$ cat src/rtl/if_id_hazard_controller_pkg.sv
// Shared control types for the IF/ID hazard sequencing logic.
package core_ctrl_pkg;

    typedef enum logic [1:0] {
        RUN,
        LOAD_STALL,
        FLUSH,
        MEM_WAIT
    } hazard_state_t;

    localparam logic [31:0] NOP_INSTR = 32'h00000013;

endpackage

$ cat src/rtl/if_id_hazard_controller_if.sv
// Decode-side hazard inputs and IF/PC/IF-ID control outputs of the hazard controller.
interface if_id_hazard_controller_if #(
    parameter int reg_bits = 5,
    parameter int cnt_bits = 16
);
    logic [reg_bits-1:0] id_rs1;
    logic [reg_bits-1:0] id_rs2;
    logic                id_uses_rs1;
    logic                id_uses_rs2;
    logic [reg_bits-1:0] ex_rd;
    logic                ex_mem_read;
    logic                ex_branch_taken;
    logic                imem_ready;

    logic                pc_write_enable;
    logic                pc_write_id_enable;
    logic                flush_pc_enable;
    logic                flush_adder_enable;
    logic                id_ex_bubble;
    logic                busy;
    logic [cnt_bits-1:0] stall_count;
    logic [cnt_bits-1:0] flush_count;

    modport master (
        output id_rs1, id_rs2, id_uses_rs1, id_uses_rs2, ex_rd, ex_mem_read,
               ex_branch_taken, imem_ready,
        input  pc_write_enable, pc_write_id_enable, flush_pc_enable,
               flush_adder_enable, id_ex_bubble, busy, stall_count, flush_count
    );

    modport slave (
        input  id_rs1, id_rs2, id_uses_rs1, id_uses_rs2, ex_rd, ex_mem_read,
               ex_branch_taken, imem_ready,
        output pc_write_enable, pc_write_id_enable, flush_pc_enable,
               flush_adder_enable, id_ex_bubble, busy, stall_count, flush_count
    );
endinterface

$ cat src/rtl/if_id_hazard_controller_sat_counter.sv
// Up-counter that sticks at all-ones instead of wrapping.
module sat_counter #(
    parameter int width = 16
) (
    input  logic             clk,
    input  logic             rst_n,
    input  logic             inc,
    output logic [width-1:0] count
);

    always_ff @(posedge clk or negedge rst_n) begin
        if (!rst_n) begin
            count <= '0;
        end else if (inc && (count != '1)) begin
            count <= count + width'(1);
        end
    end

endmodule

$ cat src/rtl/if_id_hazard_controller.sv
// IF-stage / IF-ID register sequencer: load-use stalls, branch flushes, imem wait states,
// plus saturating stall/flush performance counters.
module if_id_hazard_controller
    import core_ctrl_pkg::*;
#(
    parameter int data_bits         = 32,
    parameter int reg_bits          = 5,
    parameter int load_stall_cycles = 1,
    parameter int flush_cycles      = 1,
    parameter int cnt_bits          = 16
) (
    input logic                  clk,
    input logic                  rst_n,
    if_id_hazard_controller_if.slave hz
);

    if (data_bits < 32 || reg_bits < 1 || cnt_bits < 1 ||
        load_stall_cycles < 1 || load_stall_cycles > 3 ||
        flush_cycles < 1 || flush_cycles > 3) begin : g_param_check
        $error("if_id_hazard_controller: parameter out of legal range");
    end

    // Extra cycles spent in LOAD_STALL/FLUSH after the triggering cycle.
    localparam logic [1:0] STALL_RELOAD = 2'(load_stall_cycles - 1);
    localparam logic [1:0] FLUSH_RELOAD = 2'(flush_cycles - 1);

    hazard_state_t       state, state_n;
    logic [1:0]          cnt, cnt_n;
    logic [reg_bits-1:0] rs1, rs2, rd;
    logic                load_use;
    logic                pc_we, id_we, flush_pc, flush_nop, bubble, flush_evt;

    assign rs1 = hz.id_rs1;
    assign rs2 = hz.id_rs2;
    assign rd  = hz.ex_rd;

    assign load_use = hz.ex_mem_read && (rd != '0) &&
                      ((hz.id_uses_rs1 && (rd == rs1)) || (hz.id_uses_rs2 && (rd == rs2)));

    always_ff @(posedge clk or negedge rst_n) begin
        if (!rst_n) begin
            state <= RUN;
            cnt   <= 2'd0;
        end else begin
            state <= state_n;
            cnt   <= cnt_n;
        end
    end

    always_comb begin
        state_n   = state;
        cnt_n     = cnt;
        pc_we     = 1'b0;
        id_we     = 1'b0;
        flush_pc  = 1'b0;
        flush_nop = 1'b0;
        bubble    = 1'b0;
        flush_evt = 1'b0;

        // A resolved branch outranks everything except an outstanding imem wait.
        if (hz.ex_branch_taken && (state != MEM_WAIT)) begin
            pc_we     = 1'b1;
            id_we     = 1'b1;
            flush_pc  = 1'b1;
            flush_nop = 1'b1;
            bubble    = 1'b1;
            flush_evt = 1'b1;
            if (FLUSH_RELOAD != 2'd0) begin
                state_n = FLUSH;
                cnt_n   = FLUSH_RELOAD;
            end else begin
                state_n = RUN;
            end
        end else begin
            case (state)
                RUN: begin
                    if (!hz.imem_ready) begin
                        bubble  = 1'b1;
                        state_n = MEM_WAIT;
                    end else if (load_use) begin
                        bubble = 1'b1;
                        if (STALL_RELOAD != 2'd0) begin
                            state_n = LOAD_STALL;
                            cnt_n   = STALL_RELOAD;
                        end
                    end else begin
                        pc_we = 1'b1;
                        id_we = 1'b1;
                    end
                end
                LOAD_STALL: begin
                    bubble = 1'b1;
                    if (cnt == 2'd1) state_n = RUN;
                    else             cnt_n   = cnt - 2'd1;
                end
                FLUSH: begin
                    pc_we     = 1'b1;
                    id_we     = 1'b1;
                    flush_nop = 1'b1;
                    bubble    = 1'b1;
                    if (cnt == 2'd1) state_n = RUN;
                    else             cnt_n   = cnt - 2'd1;
                end
                MEM_WAIT: begin
                    if (hz.ex_branch_taken) begin
                        pc_we     = 1'b1;
                        id_we     = 1'b1;
                        flush_pc  = 1'b1;
                        flush_nop = 1'b1;
                        bubble    = 1'b1;
                        flush_evt = 1'b1;
                        if (hz.imem_ready) begin
                            if (FLUSH_RELOAD != 2'd0) begin
                                state_n = FLUSH;
                                cnt_n   = FLUSH_RELOAD;
                            end else begin
                                state_n = RUN;
                            end
                        end
                    end else if (hz.imem_ready) begin
                        pc_we   = 1'b1;
                        id_we   = 1'b1;
                        state_n = RUN;
                    end else begin
                        bubble = 1'b1;
                    end
                end
                default: state_n = RUN;
            endcase
        end
    end

    // Controls are forced low for the whole time rst_n is asserted.
    assign hz.pc_write_enable    = rst_n & pc_we;
    assign hz.pc_write_id_enable = rst_n & id_we;
    assign hz.flush_pc_enable    = rst_n & flush_pc;
    assign hz.flush_adder_enable = rst_n & flush_nop;
    assign hz.id_ex_bubble       = rst_n & bubble;
    assign hz.busy               = rst_n & (state != RUN);

    sat_counter #(.width(cnt_bits)) u_stall_cnt (
        .clk   (clk),
        .rst_n (rst_n),
        .inc   (rst_n & ~pc_we),
        .count (hz.stall_count)
    );

    sat_counter #(.width(cnt_bits)) u_flush_cnt (
        .clk   (clk),
        .rst_n (rst_n),
        .inc   (rst_n & flush_evt),
        .count (hz.flush_count)
    );

endmodule

$ cat src/flat_wrapper.sv
// flat-port wrapper written by rule: the top's interface ports become plain ports
module if_id_hazard_controller_flat import core_ctrl_pkg::*;
#(
    parameter int data_bits         = 32,
    parameter int reg_bits          = 5,
    parameter int load_stall_cycles = 1,
    parameter int flush_cycles      = 1,
    parameter int cnt_bits          = 16
)
  (clk, rst_n, hz_id_rs1, hz_id_rs2, hz_id_uses_rs1, hz_id_uses_rs2, hz_ex_rd, hz_ex_mem_read, hz_ex_branch_taken, hz_imem_ready, hz_pc_write_enable, hz_pc_write_id_enable, hz_flush_pc_enable, hz_flush_adder_enable, hz_id_ex_bubble, hz_busy, hz_stall_count, hz_flush_count);
  if_id_hazard_controller_if #(.reg_bits(reg_bits), .cnt_bits(cnt_bits)) hz_i ();
  input logic clk;
  input logic rst_n;
  input wire logic [$bits(hz_i.id_rs1)-1:0] hz_id_rs1;
  input wire logic [$bits(hz_i.id_rs2)-1:0] hz_id_rs2;
  input wire logic [$bits(hz_i.id_uses_rs1)-1:0] hz_id_uses_rs1;
  input wire logic [$bits(hz_i.id_uses_rs2)-1:0] hz_id_uses_rs2;
  input wire logic [$bits(hz_i.ex_rd)-1:0] hz_ex_rd;
  input wire logic [$bits(hz_i.ex_mem_read)-1:0] hz_ex_mem_read;
  input wire logic [$bits(hz_i.ex_branch_taken)-1:0] hz_ex_branch_taken;
  input wire logic [$bits(hz_i.imem_ready)-1:0] hz_imem_ready;
  output wire logic [$bits(hz_i.pc_write_enable)-1:0] hz_pc_write_enable;
  output wire logic [$bits(hz_i.pc_write_id_enable)-1:0] hz_pc_write_id_enable;
  output wire logic [$bits(hz_i.flush_pc_enable)-1:0] hz_flush_pc_enable;
  output wire logic [$bits(hz_i.flush_adder_enable)-1:0] hz_flush_adder_enable;
  output wire logic [$bits(hz_i.id_ex_bubble)-1:0] hz_id_ex_bubble;
  output wire logic [$bits(hz_i.busy)-1:0] hz_busy;
  output wire logic [$bits(hz_i.stall_count)-1:0] hz_stall_count;
  output wire logic [$bits(hz_i.flush_count)-1:0] hz_flush_count;
  assign hz_i.id_rs1 = hz_id_rs1;
  assign hz_i.id_rs2 = hz_id_rs2;
  assign hz_i.id_uses_rs1 = hz_id_uses_rs1;
  assign hz_i.id_uses_rs2 = hz_id_uses_rs2;
  assign hz_i.ex_rd = hz_ex_rd;
  assign hz_i.ex_mem_read = hz_ex_mem_read;
  assign hz_i.ex_branch_taken = hz_ex_branch_taken;
  assign hz_i.imem_ready = hz_imem_ready;
  assign hz_pc_write_enable = hz_i.pc_write_enable;
  assign hz_pc_write_id_enable = hz_i.pc_write_id_enable;
  assign hz_flush_pc_enable = hz_i.flush_pc_enable;
  assign hz_flush_adder_enable = hz_i.flush_adder_enable;
  assign hz_id_ex_bubble = hz_i.id_ex_bubble;
  assign hz_busy = hz_i.busy;
  assign hz_stall_count = hz_i.stall_count;
  assign hz_flush_count = hz_i.flush_count;
  if_id_hazard_controller #(.data_bits(data_bits), .reg_bits(reg_bits), .load_stall_cycles(load_stall_cycles), .flush_cycles(flush_cycles), .cnt_bits(cnt_bits)) u_core (.clk(clk), .rst_n(rst_n), .hz(hz_i));
endmodule
$ cat config.mk
export PLATFORM = sky130hd
export DESIGN_NAME = if_id_hazard_controller_flat
export DESIGN_NICKNAME = d
export VERILOG_FILES = /design/src/rtl/if_id_hazard_controller_pkg.sv /design/src/rtl/if_id_hazard_controller_if.sv /design/src/rtl/if_id_hazard_controller_sat_counter.sv /design/src/rtl/if_id_hazard_controller.sv /design/src/flat_wrapper.sv
export SDC_FILE = /design/constraint.sdc
export NUM_CORES = 1
export LEC_CHECK = 0
export CORE_MARGIN = 1.5
export CORE_UTILIZATION = 45
export CTS_CLUSTER_DIAMETER = 30
export DETAILED_ROUTE_END_ITERATION = 7
export PLACE_DENSITY = 0.83
export SLEW_MARGIN = 0
export SYNTH_ARGS = -nofsm -noshare
export SYNTH_HDL_FRONTEND = slang
export SYNTH_SLANG_ARGS = --single-unit
$ cat constraint.sdc
create_clock -name clk -period 2.5 [get_ports clk]
set_clock_uncertainty 0.15 [all_clocks]
set_input_delay 0.25 -clock clk [delete_from_list [all_inputs] [get_ports clk]]
set_output_delay 0.25 -clock clk [all_outputs]
set_load 0.02 [all_outputs]
# == Yosys cells after proc, flatten, opt, wreduce, memory -nomap -nowiden ==
# Cells that the tools add are included.
# totals
register_bits,36
out_inout_bits,38
# op_classes
add_sub_neg,3
eq_ne,12
n_mux,22
bitwise,9
n_reduce_logical,14
# ops
cell,count
$add 16x1->16 const B,2
$ne 16x16->1 const B,2
$mux 1,14
$eq 5x5->1,2
$mux 2,4
$logic_and 1x1->1,7
$and 1x1->1,6
$ne 3x2->1 const B,2
$pmux 1 s3,2
$pmux 2 s3,1
$reduce_and 3->1,2
$reduce_bool 5->1,1
$eq 2x1->1 const B,2
$eq 2x2->1 const B,2
$ne 3x1->1 const B,1
$not 1->1,3
$logic_not 2->1,1
$ne 2x2->1 const B,1
$pmux 1 s2,1
$reduce_bool 2->1,1
$reduce_or 2->1,1
$sub 2x1->2 const B,1
$logic_or 1x1->1,1

# == Longest topological paths before layout ==
# Gate-level depths: netlist of the first run.
# logic_depth
ltp_word,11
ltp_mapped,8
mapped_depth_nobuf,7

# == Hierarchy ==
# A second synthesis of the first run with hierarchy kept.
# hier_totals
cells_unflattened,183
hier_area_um2,1939.4
# by_module_without_submodules
mod,n_inst,cells_per_inst,area_each_um2,seq_area_each_um2
sat_counter at u_core.u_flush_cnt,1,72,859.6,400.4
sat_counter at u_core.u_stall_cnt,1,77,827.0,400.4
if_id_hazard_controller,1,34,252.7,25.0

# == Worst setup path after synthesis of the first run ==
# Ideal clock, no wire load.
# synth_timing
kind,input to output
start,in hz_ex_rd[0]
end,out hz_pc_write_id_enable
arrival_ps,1979
required_time_ps,2100
setup_slack_ps,121
cell_stages,5
path_cell_list,or4_1 -> o211ai_1 -> o21ai_1 -> a21boi_0 -> buf_4
# synth_between
elab_chain_cells,9
elab_cells_between_ends,13
cone_classes,eq/ne: 2; mux: 4; bitwise: 1; reduce/logical: 6
# synth_rtl
element,line_no,text
start: declaration,flat_wrapper.sv:18,input wire logic [$bits(hz_i.ex_rd)-1:0] hz_ex_rd;
$eq 5x5->1,if_id_hazard_controller.sv:38,((hz.id_uses_rs1 && (rd == rs1)) || (hz.id_uses_rs2 && (rd == rs2)));
$logic_and 1x1->1,if_id_hazard_controller.sv:38,
$logic_or 1x1->1,if_id_hazard_controller.sv:38,
$logic_and 1x1->1 (*),if_id_hazard_controller.sv:37,assign load_use = hz.ex_mem_read && (rd != '0) &&
$mux 1 (*) (2 in a row),--,
$pmux 1 s3 (*),--,
$mux 1 (*),--,
$and 1x1->1 (*),--,
end: declaration,flat_wrapper.sv:23,output wire logic [$bits(hz_i.pc_write_id_enable)-1:0] hz_pc_write_id_enable;
# Every way passes the cells marked *; elsewhere a longest branch is shown, timed or not.

# == Worst setup path after layout of the first run ==
# layout_timing
start,in hz_ex_rd[3]
end,reg u_core.u_stall_cnt.count[1]
# layout_between
elab_chain_cells,11
elab_cells_between_ends,15
cone_classes,eq/ne: 2; mux: 4; bitwise: 2; reduce/logical: 7
# layout_rtl
element,line_no,text
$eq 5x5->1,if_id_hazard_controller.sv:38,
$logic_and 1x1->1,if_id_hazard_controller.sv:38,
$logic_or 1x1->1,if_id_hazard_controller.sv:38,
$logic_and 1x1->1 (*),if_id_hazard_controller.sv:37,
$mux 1 (*),if_id_hazard_controller.sv:80,end else if (load_use) begin
$mux 1 (*),if_id_hazard_controller.sv:77,if (!hz.imem_ready) begin
$pmux 1 s3 (*),if_id_hazard_controller.sv:75,case (state)
$mux 1 (*),if_id_hazard_controller.sv:61,if (hz.ex_branch_taken && (state != MEM_WAIT)) begin
$not 1->1 (*),if_id_hazard_controller.sv:144,".inc (rst_n & ~pc_we),"
$and 1x1->1 (*),if_id_hazard_controller.sv:144,
$logic_and 1x1->1 (*),if_id_hazard_controller_sat_counter.sv:14,end else if (inc && (count != '1)) begin
end signal: assignment,if_id_hazard_controller_sat_counter.sv:15,count <= count + width'(1);
end: declaration,if_id_hazard_controller_sat_counter.sv:8,output logic [width-1:0] count
# Marks and branches as above.
# A chain may end at the register's enable or synchronous reset.

==> impl_metrics.json, run 1 <==
{
  "clkPwrFrac": 0.234,
  "synth_cell_type_count": 34,
  "seq_power_share": 0.442,
  "fin_ws_ns": 0.0522,
  "yosysTopAreaCellShare": 0.476,
  "p_int_w": 0.00110,
  "holdWs_ns": 0.0174,
  "cellPowerDensity_nw_per_um2": 644,
  "hp-class": "input port to asynchronous set/reset pin",
  "rows": 22,
  "dp_cells": 276,
  "die_x_um": 65.1,
  "synth_flop_cell": "dfrtp_1",
  "syn_area_sq_um": 1740,
  "grt.busiest_layer": "met2",
  "synthCells": 162,
  "htree_levels": 2,
  "nets": 265,
  "io_buffer_count": 59,
  "critPathLaunchType": "input port",
  "wl_per_cell_um": 14.9,
  "cp_max_fo": 6,
  "yosys.area.top_type": "dfrtp_1",
  "use_met3": 0.0685,
  "coreArea_sq_um": 3690,
  "finalSetupViolations": 0,
  "r2r_cells": 11,
  "num_vias": 1495,
  "leakage_nw": 1.14,
  "yosys_warnings": 0,
  "drt_wl_total_mm": 4.33,
  "cp-end-kind": "register",
  "p_switching_w": 0.000573,
  "syn_avg_cell_area_sq_um": 10.7,
  "synth_seq_area_share": 0.476,
  "cp.arrival_ns": 2.47,
  "cts_buffer_depth": 2,
  "synth_fp_nets": 186,
  "status": "completed",
  "route.detailed.drc": 0,
  "finalCriticalPeriod_ns": 2.45,
  "maxCapViolCount": 0,
  "cts_hold_buf": 0,
  "overflow": 0,
  "grt_pass1_wl_mm": 6.80,
  "grt_setup_unrepaired": "true",
  "finalCritPeriodShare": 0.979,
  "antenna_found_initial": 0,
  "drive_gt1_frac": 0.153,
  "tightest_slew_ns": 0.362,
  "io_pins": 60,
  "finalHoldViolCount": 0,
  "yosysMostFrequentCell": "dfrtp_1",
  "clkSinkCount": 33,
  "worstPathRequired_ns": 2.52,
  "r2r_setup_slack_ns": 0.18,
  "vdd_ir_drop_max_v": 0.000672,
  "drt_iter0_drc": 49,
  "grt_usage": 0.213,
  "diodes": 0,
  "start_util": 0.471,
  "dp_hpwl_mm": 3.09,
  "rr_startpoint": "u_core.state[0]",
  "clk_latency_ns": 0.29,
  "design.die.area_sq_um": 4240,
  "root_buffer": "clkbuf_8",
  "power_frac_comb": 0.325,
  "grt_max_degree": 29,
  "fin_area_sq_um": 2600,
  "via_per_inst": 5.16,
  "synth_commonest_cells": "dfrtp_1, xor2_1, xnor2_1, nand2_1, nand3_1",
  "ant_nets": 0,
  "use_met2": 0.354,
  "grt_pass1_vias": 1472,
  "yosys_register_bits": 33,
  "grt_util_met1": 0.267,
  "pre_cts_slack_ns": -0.524,
  "netlist_top_cells_area": "dfrtp_1, xor2_1, xnor2_1",
  "dr.pass1.iters": 4,
  "switching_share": 0.342,
  "placed_cell_area_sq_um": 2440,
  "slew_headroom": 0.757,
  "max_freq_mhz": 409,
  "synth_edf_count": 0,
  "numCtsBuffers": 5,
  "drv_slew": 0,
  "tns_ns": 0,
  "async_flop_share": 1.00,
  "cts_tree": "done",
  "layoutNonFillerInstCount": 290,
  "r2r-end": "u_core.u_stall_cnt.count[13]",
  "clk_pin_slew_ns": 0.07,
  "die_y_um": 65.1,
  "path_class": "input port to register",
  "syn2layout_area_growth_pct": 49.8,
  "gp_congestion": 0.833
}
-- critical path, cell delays in order --
cell and delay, ns:
dlygate4sd2_1 0.29, or4_4 0.53, o211ai_1 0.24, buf_4 0.15, buf_4 0.09, buf_4 0.09
buf_4 0.09, a311o_1 0.09, o21a_2 0.18, buf_12 0.14, mux2_1 0.31
-- worst max-delay path by stage --
stage,startpoint,endpoint,slack (ns),depth (start not counted)
global placement,hz_ex_rd[3],hz_pc_write_id_enable,-0.37,6
floorplan,hz_ex_rd[0],hz_pc_write_id_enable,0.12,5
detailed placement,hz_ex_rd[3],hz_pc_write_id_enable,-0.52,6
global route,hz_ex_rd[3],u_core.u_stall_cnt.count[1],-0.04,11
CTS,hz_ex_rd[4],u_core.u_stall_cnt.count[1],0.04,11
finish,hz_ex_rd[3],u_core.u_stall_cnt.count[1],0.05,11
-- metrics by stage --
stage          utilization  total power [W]
2_1_floorplan            -         0.000987
3_3_place_gp         0.663          0.00127
3_5_place_dp         0.663          0.00128
4_1_cts              0.692          0.00168
5_1_grt              0.705          0.00177
6_report             0.705          0.00167
-- kinds of logic after synthesis --
| group | synth area share |
|---|---|
| AND/OR/NAND/NOR | 0.216 |
| multiplexers | 0.0130 |
| XOR/XNOR | 0.202 |
| adder cells (fa/ha/maj) | 0.0144 |
| buffers and inverters | 0.0346 |
| AO/OA/AOI/OAI | 0.0447 |
| flip-flops | 0.476 |
-- state kept, by name, summed over array words and instances, names as in the netlist --
signal and flops:
u_core.u_flush_cnt.count 16, u_core.u_stall_cnt.count 16, u_core.state 1
-- cell usage in the layout, fill, tap and decap left out, types with 5 or more instances in the layout --
master	n
xnor2_1	16
clkbuf_8	5
nor2_1	9
buf_4	15
nand2_1	12
nor4_1	5
nor3_2	5
nand4_1	8
inv_1	6
clkdlybuf4s50_1	51
nand3_1	10
dfrtp_1	33
xor2_1	24
-- area by class of cell --
class	count	area, sq um
inverter	6	22.5
fill	315	1090
clock inverter	3	17.5
clock buffer	5	68.8
multi-input combinational	119	865
tap	48	60.1
timing repair buffer	76	742
sequential	33	826
-- per-layer routing --
| metal | part of all wire | vias to the layer above |
|---|---|---|
| met5 | 0 | - |
| met4 | 0.011 | 0 |
| met3 | 0.073 | 6 |
| met2 | 0.50 | 48 |
| met1 | 0.42 | 721 |
| li1 | - | 720 |
-- power groups by stage --
stage          registers, W  clock network [W]  logic [W]
2_1_floorplan      0.000834                  0   0.000153
3_3_place_gp       0.000741                  0   0.000525
3_5_place_dp       0.000746                  0   0.000538
4_1_cts            0.000738           0.000393   0.000544
5_1_grt            0.000757           0.000425   0.000589
6_report           0.000740           0.000391   0.000544
-- repair_timing --
item,4_1_cts,5_1_grt
resized for setup,13,6
setup endpoints to repair,3,5
buffers inserted,3,2
gates cloned,0,1
pin swaps,4,5
Note: power is estimated with default switching activity, not from simulation.
==> run 2: changes to the inputs <==
--- a/config.mk
+++ b/config.mk
@@ -7,7 +7,6 @@
 export LEC_CHECK = 0
 export CORE_MARGIN = 1.5
 export CORE_UTILIZATION = 45
-export CTS_CLUSTER_DIAMETER = 30
 export DETAILED_ROUTE_END_ITERATION = 7
 export PLACE_DENSITY = 0.83
 export SLEW_MARGIN = 0
==> results of run 2 <==
No change in the layout: final DEF, timing and power equal those of run 1.
